<file path="src/rtl/reg_file_sb.sv">
// Register file with two write ports, write-to-read bypass and a load-pending scoreboard.
// Register 0 is hardwired to zero; hazard stalls reads of registers awaiting a load.
module reg_file_sb #(
    parameter int unsigned DATA_W = 24,
    parameter int unsigned ADDR_W = 3
) (
    input  logic                 clk,
    input  logic                 rst_n,
    input  logic [ADDR_W-1:0]    rs,
    input  logic [ADDR_W-1:0]    rt,
    input  logic                 re,
    output logic [DATA_W-1:0]    dataOutA,
    output logic [DATA_W-1:0]    dataOutB,
    input  logic                 wa_en,
    input  logic [ADDR_W-1:0]    wa_addr,
    input  logic [DATA_W-1:0]    wa_data,
    input  logic                 wb_en,
    input  logic [ADDR_W-1:0]    wb_addr,
    input  logic [DATA_W-1:0]    wb_data,
    input  logic                 pend_set,
    input  logic [ADDR_W-1:0]    pend_addr,
    output logic                 hazard,
    output logic [2**ADDR_W-1:0] pending
);

    localparam int NReg = 2 ** ADDR_W;

    logic [DATA_W-1:0] regs_q [NReg];
    logic [NReg-1:0]   pend_q, pend_d;
    logic [DATA_W-1:0] out_a_q, out_b_q;
    logic [DATA_W-1:0] byp_a, byp_b;
    logic              hit_a, hit_b;

    // A load returning this cycle resolves its own hazard through the bypass path.
    always_comb begin
        hit_a  = (rs != '0) && pend_q[rs] && !(wb_en && (wb_addr == rs));
        hit_b  = (rt != '0) && pend_q[rt] && !(wb_en && (wb_addr == rt));
        hazard = re && (hit_a || hit_b);
    end

    always_comb begin
        byp_a = regs_q[rs];
        if (rs == '0) begin
            byp_a = '0;
        end else if (wa_en && (wa_addr == rs)) begin
            byp_a = wa_data;
        end else if (wb_en && (wb_addr == rs)) begin
            byp_a = wb_data;
        end
    end

    always_comb begin
        byp_b = regs_q[rt];
        if (rt == '0) begin
            byp_b = '0;
        end else if (wa_en && (wa_addr == rt)) begin
            byp_b = wa_data;
        end else if (wb_en && (wb_addr == rt)) begin
            byp_b = wb_data;
        end
    end

    // Set beats clear so a freshly issued load is not lost to an older one returning.
    always_comb begin
        pend_d = pend_q;
        if (wb_en) begin
            pend_d[wb_addr] = 1'b0;
        end
        if (pend_set) begin
            pend_d[pend_addr] = 1'b1;
        end
        pend_d[0] = 1'b0;
    end

    always_ff @(posedge clk) begin
        if (!rst_n) begin
            for (int i = 0; i < NReg; i++) begin
                regs_q[i] <= '0;
            end
            pend_q  <= '0;
            out_a_q <= '0;
            out_b_q <= '0;
        end else begin
            regs_q[0] <= '0;
            // Port A is the younger instruction and wins an address collision.
            for (int i = 1; i < NReg; i++) begin
                if (wa_en && (wa_addr == ADDR_W'(i))) begin
                    regs_q[i] <= wa_data;
                end else if (wb_en && (wb_addr == ADDR_W'(i))) begin
                    regs_q[i] <= wb_data;
                end
            end
            pend_q <= pend_d;
            if (re && !hazard) begin
                out_a_q <= byp_a;
                out_b_q <= byp_b;
            end
        end
    end

    assign dataOutA = out_a_q;
    assign dataOutB = out_b_q;
    assign pending  = pend_q;

endmodule

</file>
<file path="config.mk">
export PLATFORM = sky130hd
export DESIGN_NAME = reg_file_sb
export DESIGN_NICKNAME = d
export VERILOG_FILES = /design/src/rtl/reg_file_sb.sv
export SDC_FILE = /design/constraint.sdc
export NUM_CORES = 1
export LEC_CHECK = 0
export ABC_AREA = 1
export CORE_MARGIN = 3
export CORE_UTILIZATION = 25
export DETAILED_ROUTE_END_ITERATION = 12
export HOLD_SLACK_MARGIN = 0.08
export REMOVE_ABC_BUFFERS = 1
export SKIP_LAST_GASP = 1
export SYNTH_ARGS = -nofsm -noshare
export SYNTH_HDL_FRONTEND = slang
export SYNTH_SLANG_ARGS = --single-unit
</file>
<file path="constraint.sdc">
create_clock -name clk -period 2.65 [get_ports clk]
set_clock_uncertainty 0.05 [all_clocks]
set_input_delay 0.265 -clock clk [delete_from_list [all_inputs] [get_ports clk]]
set_output_delay 0.265 -clock clk [all_outputs]
set_load 0.01 [all_outputs]
</file>
==> run summary, run 1 <==
Startpoint Class -> flop
Core ar. -> 0.0581 mm^2
Routed WL per cell -> 19.2 um
leading cell type in the layout, fill and taps excluded -> nand2_1
Critical Path RT -> 2340 ps
Syn Inst Count -> 2224
clock buffer depth -> 3
simple logic cell fraction of the synthesized area -> 37.3%
worst-path maximum fanout -> 3
first drt pass iteration count -> 6
IO buf count -> 124
Initial DRC Count -> 1527
main flop type after synthesis -> edfxtp_1
Rows -> 88
post-synthesis cell type count -> 29
remaining antenna violation count after routing -> 0
Residual DRC -> 0
critical-path cell list -> inv_1 -> nand2_1 -> nand3_1 -> nand2_1 -> nand2_1 -> nand2_1 -> nand2_2 -> a21oi_1 -> clkdlybuf4s50_1
routability congestion estimate -> 0.846
Multi-input gate area -> 0.00696 mm^2
die width -> 250 um
number of fill cells in the layout -> 6285
Final Non-Filler Cells -> 3071
Post-CTS Resized -> 0
WP data arrival -> 2140 ps
CP endpoint kind -> primary output
RSZ-0062 raised after global routing -> false
kind of critical path -> flop to primary output
outcome -> completed
# diodes -> 0
fmax -> 0.408 GHz
starting density of the core -> 25.5%
final slew viol count -> 0
DR vias -> 15000
post-synthesis compound-gate area fraction -> 9.45%
Max VDD drop -> 0.000414 V
die height -> 250 um
share of the clock period used by the worst path -> 92.6%
fin nets -> 2353
most used cell, CP -> nand2_1
GR Overflow Total -> 0
final hold violations -> 0
largest family of logic cells by synthesized area -> simple AND/OR/NAND/NOR gates
Max-Cap Viols -> 0
Hold-fix buffers, CTS -> 0
Leakage -> 8.13 nW
CTS clock-pin slew for the worst setup and hold paths -> 60 ps
EDFF count, synth -> 168
area growth from synthesis to layout -> 21.2%
root cell of the clock tree -> clkbuf_16
DR vias/cell -> 4.89
drt total wl -> 58900 um
CP max stage delay -> 570 ps
setup slack after layout -> 197 ps
clk_lat worst skew -> 570 ps
minimum clock period -> 2450 ps
fraction of registers with async set/reset -> 0%
Avg Inst Size Synth -> 6.67 um^2
mux cell area share after synthesis -> 0%
Least-Margin Pin Slew -> 835 ps
share of cells above drive strength 1 -> 6.29%
cell area after synthesis -> 0.0148 mm^2
Hold/Removal Path Class -> primary input to flop
die footprint -> 0.0623 mm^2
synth warn -> 0
post-synthesis sequential area ratio -> 41.4%
post-CTS setup buffers -> 0
Placed Cells -> 3018
TritonCTS Sinks -> 223
total power -> 10.1 mW
H-tree levels -> 1
Seq. cell area -> 0.00615 mm^2
vias in the first global route -> 14200
slew margin rel. -> 44.3%
Adder-Cell Fraction of Synth Area -> 0%
Pwr per Cell Area -> 564 mW/mm^2
Setup violations, final -> 0
Crit-path slowest cell -> clkdlybuf4s50_1
most frequent cells in the layout -> nand2_1 (755), nand3_1 (341), inv_1 (243)
HPWL Detailed -> 38000 um
TritonCTS buffer count -> 28
I/O pin total -> 126
CTS tree -> built
largest net degree at the start of global routing -> 91
Tot GR Track Use -> 18.3%
worst slack, placed -> 116 ps
antenna violations before repair -> 1
xor-xnor portion of the synthesized cell area -> 0.0591%
first-pass GRT wire length -> 88200 um
register bit count reported by yosys -> 223
[flip-flops by register name, summed over array words and instances (netlist names)]
register and count:
dataOutA 24, pending 7, regs_q 168, dataOutB 24
[critical path: cells and delay by family, from the launching register on]
kind / cells / cell delay [ps]
buffers and inverters: 2 / 650
and+or+nand+nor: 6 / 380
AOI/OAI and AO/OA: 1 / 200
DFF: 1 / 340
[cell families (layout without fill, tap and decap cells)]
| kind of cell | after synthesis | count (layout) |
|---|---|---|
| other | 1 | 1 |
| xor gates and xnor gates | 1 | 1 |
| and+or+nand+nor | 1345 | 1345 |
| DFF | 223 | 223 |
| buffers and inverters | 427 | 509 |
| AOI/OAI and AO/OA | 227 | 227 |
[cells in the mapped netlist, types with 6 or more instances]
library cell | n | share of area [%]
buf_4 | 6 | 0.30
o211ai_1 | 9 | 0.46
o32ai_1 | 6 | 0.35
edfxtp_1 | 168 | 34
buf_2 | 60 | 2.0
clkbuf_1 | 70 | 1.8
inv_1 | 244 | 6.2
o22ai_1 | 24 | 1.0
nand2_1 | 755 | 19
a211oi_1 | 72 | 3.6
buf_1 | 32 | 0.81
inv_2 | 6 | 0.15
o21ai_0 | 74 | 2.5
nor2_1 | 237 | 6.0
a21oi_1 | 30 | 1.0
dfxtp_1 | 55 | 7.4
nand3_1 | 341 | 12
a31oi_1 | 8 | 0.34
[report_power, final]
part / total, mW / internal, mW / switching [mW] / leakage (nW)
sequential: 4.20 / 4.07 / 0.138 / 2.08
combinational: 2.04 / 0.721 / 1.32 / 5.60
clock: 3.89 / 2.33 / 1.56 / 0.447
total: 10.1 / 7.12 / 3.02 / 8.13
[layer usage]
layer  track usage [%]  wire (um)  vias up
met5                 0         12        -
met4              7.00       2160        2
met3              3.42       5290      146
met2              30.2      27500      688
met1              23.6      24000     6864
li1                  -          -     7317
[metrics by stage]
step	setup TNS [ps]	instance area [um^2]	util, %	hold slack (ps)
finish	0	18000	30.9	326
global route	0	18000	30.9	344
detailed placement	0	17000	29.3	411
CTS	0	18000	30.9	302
global placement	0	17000	29.3	421
floorplan	-43130	14000	-	386
[worst paths after layout]
check | startpoint | end | slack [ps] | depth (start not counted)
min | pend_addr[0] | pending[1]$_SDFF_PN0_ | 330 | 3
max reg2reg | pending[4]$_SDFF_PN0_ | dataOutB[20]$_SDFFE_PN0P_ | 890 | 13
min reg2reg | dataOutA[9]$_SDFFE_PN0P_ | dataOutA[9]$_SDFFE_PN0P_ | 420 | 2
max | pending[4]$_SDFF_PN0_ | hazard | 200 | 9
[area by class of cell]
| type | count | share of cell area (%) |
|---|---|---|
| clock inverter | 7 | 0.453 |
| timing repair buffer | 207 | 11.4 |
| tap | 765 | 5.33 |
| clock buffer | 45 | 4.65 |
| multi-input combinational | 1574 | 38.7 |
| inverter | 250 | 5.22 |
| sequential | 223 | 34.2 |
Note: power is estimated with default switching activity, not from simulation.
==> run 2: changes to the inputs <==
Clock period 2.65 ns to 2.2 ns, I/O delays scaled along.
==> run summary, run 2 (synthesis gave the netlist of run 1 again) <==
Rows -> 88
worst-path maximum fanout -> 3
number of fill cells in the layout -> 6292
Sw Pwr -> 3.67 mW
Worst R2R Setup Slack -> 430 ps
die height -> 250 um
Int Pwr -> 8.47 mW
Multi-input gate area -> 0.00696 mm^2
worst slack, placed -> -176 ps
Critical Path RT -> 1930 ps
IO buf count -> 124
drt total wl -> 59800 um
fmax -> 0.497 GHz
termination of the worst setup path -> hazard
area growth from synthesis to layout -> 24.6%
reg2reg end -> dataOutB[19]$_SDFFE_PN0P_
antenna violations before repair -> 2
kind of critical path -> flop to primary output
Clk pwr share -> 37.2%
fin area -> 0.0185 mm^2
Seq. cell area -> 0.00615 mm^2
share of cells above drive strength 1 -> 8.19%
HPWL Detailed -> 40200 um
die footprint -> 0.0623 mm^2
outcome -> completed
die width -> 250 um
Initial DRC Count -> 1565
DP Area -> 0.0176 mm^2
final slew viol count -> 0
total power -> 12.1 mW
remaining antenna violation count after routing -> 0
routability congestion estimate -> 0.890
Gate power share -> 21.1%
Worst Setup SP -> pending[7]$_SDFF_PN0_
max reg flops -> 168
setup slack after layout -> 190 ps
reg2reg path depth -> 14
final hold violations -> 0
Max VDD drop -> 0.000530 V
Hold/Removal Path Class -> primary input to flop
TritonCTS buffer count -> 29
I/O pin total -> 126
Setup violations, final -> 0
Pwr per Cell Area -> 658 mW/mm^2
clock buffer depth -> 3
CTS clock-pin slew for the worst setup and hold paths -> 50 ps
first-pass GRT wire length -> 89100 um
Final Non-Filler Cells -> 3121
Max-Cap Viols -> 0
sequential share of power -> 41.7%
Least-Margin Pin Slew -> 655 ps
post-CTS setup buffers -> 0
Placed Cells -> 3068
Crit Reg-Reg Startpoint -> pending[7]$_SDFF_PN0_
Leakage -> 8.41 nW
most frequent cells in the layout -> nand2_1 (755), nand3_1 (341), inv_1 (243)
WP data arrival -> 1740 ps
vias in the first global route -> 14300
Total Neg Setup Slack -> 0 ps
Tot GR Track Use -> 18.5%
CTS tree -> built
# diodes -> 0
Startpoint Class -> flop
switch share -> 30.2%
largest net degree at the start of global routing -> 52
fin nets -> 2403
first drt pass iteration count -> 5
Routed WL per cell -> 19.2 um
TritonCTS Sinks -> 223
GR Overflow Total -> 0
DR vias/cell -> 4.88
starting density of the core -> 25.5%
share of the clock period used by the worst path -> 91.4%
DR vias -> 15200
leading cell type in the layout, fill and taps excluded -> nand2_1
Residual DRC -> 0
Core ar. -> 0.0581 mm^2
RSZ-0062 raised after global routing -> false
root cell of the clock tree -> clkbuf_16
minimum clock period -> 2010 ps
clk_lat worst skew -> 570 ps
Biggest register -> regs_q
CP endpoint kind -> primary output
slew margin rel. -> 56.3%
H-tree levels -> 1
## run 2: stage by stage
step | hold slack (ps) | util [%]
2_1_floorplan | 341 | -
3_3_place_gp | 405 | 30.3
3_5_place_dp | 415 | 30.3
4_1_cts | 239 | 31.8
5_1_grt | 283 | 31.8
6_report | 267 | 31.8
## run 2: routing by layer
| metal | vias to the layer above | global-route usage (%) | wire [um] |
|---|---|---|---|
| li1 | 7397 | - | - |
| met1 | 6937 | 23.8 | 24400 |
| met2 | 743 | 30.6 | 27800 |
| met3 | 154 | 3.53 | 5320 |
| met4 | 4 | 7.15 | 2280 |
| met5 | - | 0 | 26 |
## run 2: power groups by stage
stage / clock [mW] / combinational, mW / sequential [mW]
floorplan: 0 / 1.22 / 5.15
global placement: 0 / 2.54 / 5.14
detailed placement: 0 / 2.55 / 5.15
CTS: 4.59 / 2.56 / 5.06
global route: 4.72 / 2.82 / 5.10
finish: 4.52 / 2.56 / 5.06
## run 2: worst min path at each step
| stage | startpoint | end | slack (ps) | depth (start not counted) |
|---|---|---|---|---|
| after floorplan | pend_set | pending[1]$_SDFF_PN0_ | 340 | 2 |
| after global placement | dataOutA[9]$_SDFFE_PN0P_ | dataOutA[9]$_SDFFE_PN0P_ | 400 | 2 |
| after detailed placement | dataOutA[9]$_SDFFE_PN0P_ | dataOutA[9]$_SDFFE_PN0P_ | 420 | 2 |
| after CTS | pend_addr[0] | pending[1]$_SDFF_PN0_ | 240 | 3 |
| after global routing | pend_set | pending[1]$_SDFF_PN0_ | 280 | 3 |
| final | pend_addr[0] | pending[1]$_SDFF_PN0_ | 270 | 3 |
## run 2: layout make-up
cell class                 count  share of cell area, %
multi-input combinational   1574                   37.7
sequential                   223                   33.3
timing repair buffer         256                   14.0
tap                          765                   5.18
inverter                     250                   5.08
clock buffer                  46                   4.44
clock inverter                 7                  0.298
## run 2: what timing repair did
item,4_1_cts,5_1_grt
endpoints found under the setup margin,1,1
hold buffers,0,0
gates resized for setup,2,2
pin swaps,0,0
## run 2: critical path, cell delays in order (launching register included)
cell and delay (ps):
dfxtp_1 330, inv_1 90, nand2_1 70, nand3_1 60
nand2_1 80, nand2_1 50, nand2_1 50, nand2_1 120
a21oi_2 180, clkbuf_2 150
==> run 3: changes to the inputs <==
Settings changed: CORE_UTILIZATION 25 to 45, PLACE_DENSITY set to 0.78, SLEW_MARGIN set to 10.
==> run summary, run 3 (synthesis gave the netlist of run 1 again) <==
Setup violations, final -> 0
CTS clock-pin slew for the worst setup and hold paths -> 60 ps
HPWL Detailed -> 36500 um
share of the clock period used by the worst path -> 93.6%
antenna violations before repair -> 1
first drt pass iteration count -> 11
slew margin rel. -> 60.0%
leading cell type in the layout, fill and taps excluded -> nand2_1
Pwr per Cell Area -> 677 mW/mm^2
final hold violations -> 0
crit-path leading delay family -> simple AND/OR/NAND/NOR gates
CP max stage delay -> 330 ps
outcome -> completed
RSZ-0062 raised after global routing -> false
most used cell, CP -> nand2_1
Rows -> 65
Residual DRC -> 0
drt total wl -> 56200 um
Initial DRC Count -> 2477
largest net degree at the start of global routing -> 66
die footprint -> 0.0352 mm^2
Bufs and invs on worst path -> 2
Critical Path RT -> 1930 ps
Seq. cell area -> 0.00615 mm^2
minimum clock period -> 2060 ps
max reg flops -> 168
Hold/Removal Path Class -> primary input to flop
Placed Cells -> 2740
Tot GR Track Use -> 30.8%
Worst R2R Setup Slack -> 280 ps
IO buf count -> 124
area growth from synthesis to layout -> 21.1%
starting density of the core -> 46.3%
Biggest register -> regs_q
Multi-input gate area -> 0.00696 mm^2
kind of critical path -> flop to primary output
WP data arrival -> 1790 ps
DR vias -> 16400
CP endpoint kind -> primary output
Routed WL per cell -> 20.1 um
Crit-path slowest cell -> dfxtp_1
DR vias/cell -> 5.89
vias in the first global route -> 15800
first-pass GRT wire length -> 85600 um
CTS tree -> built
Leakage -> 8.40 nW
clock buffer depth -> 3
clk_lat worst skew -> 550 ps
TritonCTS buffer count -> 27
worst-path maximum fanout -> 3
Least-Margin Pin Slew -> 600 ps
routability congestion estimate -> 0.981
post-CTS setup buffers -> 0
setup slack after layout -> 141 ps
root cell of the clock tree -> clkbuf_16
critical-path cell list -> inv_1 -> nand2_1 -> nand3_1 -> nand2_1 -> nand2_1 -> nand2_1 -> nand2_2 -> a21oi_1 -> clkbuf_2
Core ar. -> 0.0320 mm^2
die height -> 188 um
H-tree levels -> 1
I/O pin total -> 126
Final Non-Filler Cells -> 2790
share of cells above drive strength 1 -> 8.45%
final slew viol count -> 0
Max-Cap Viols -> 0
fin nets -> 2403
total power -> 12.2 mW
remaining antenna violation count after routing -> 0
Startpoint Class -> flop
Hold-fix buffers, CTS -> 0
GR Overflow Total -> 0
TritonCTS Sinks -> 223
worst slack, placed -> -132 ps
die width -> 188 um
number of fill cells in the layout -> 2955
Max VDD drop -> 0.000604 V
fmax -> 0.486 GHz
most frequent cells in the layout -> nand2_1 (755), nand3_1 (341), inv_1 (243)
run 3: layout make-up:
type / count / area share (%)
antenna: 1 / 0.0139
clock buffer: 37 / 4.08
inverter: 250 / 5.23
timing repair buffer: 258 / 13.9
sequential: 223 / 34.2
tap: 435 / 3.03
clock inverter: 12 / 0.780
multi-input combinational: 1574 / 38.8
run 3: final timing paths:
path | depth (start not counted) | from | to
setup / recovery | 9 | pending[7]$_SDFF_PN0_ | hazard
hold / removal | 3 | rst_n | dataOutA[17]$_SDFFE_PN0P_
setup reg to reg | 13 | pending[7]$_SDFF_PN0_ | dataOutA[2]$_SDFFE_PN0P_
hold reg to reg | 2 | dataOutA[9]$_SDFFE_PN0P_ | dataOutA[9]$_SDFFE_PN0P_
run 3: where the power goes:
| group | switching [mW] | internal [mW] | leakage, nW |
|---|---|---|---|
| sequential | 0.170 | 4.90 | 2.08 |
| combinational | 1.63 | 0.939 | 5.89 |
| clock | 1.85 | 2.67 | 0.428 |
run 3: worst reg2reg max path: cells and delay by family, from the launching register on:
kind / cells / cell delay, ps
AND/OR/NAND/NOR: 10 / 1030
buffers and inverters: 3 / 470
flip-flops: 1 / 310
run 3: repair_timing:
| action | 4_1_cts | 5_1_grt |
|---|---|---|
| setup endpoints to repair | 1 | 1 |
| gates resized for setup | 1 | 2 |
| pin swaps | 0 | 0 |
run 3: stage by stage:
step	util [%]	hold slack, ps	area [um^2]	TNS (ps)
final	56.0	230	18000	0
after detailed placement	53.3	409	17100	-6880
after global placement	53.3	410	17100	-3130
after global routing	56.0	230	18000	0
after CTS	56.0	209	18000	0
after floorplan	-	341	14000	-126340
run 3: per-layer routing:
layer	track usage (%)	vias to the layer above	share of wire, %
li1	-	7408	-
met1	38.5	7343	35
met2	48.3	1318	43
met3	6.38	354	14
met4	20.2	0	7.4
met5	0	-	0
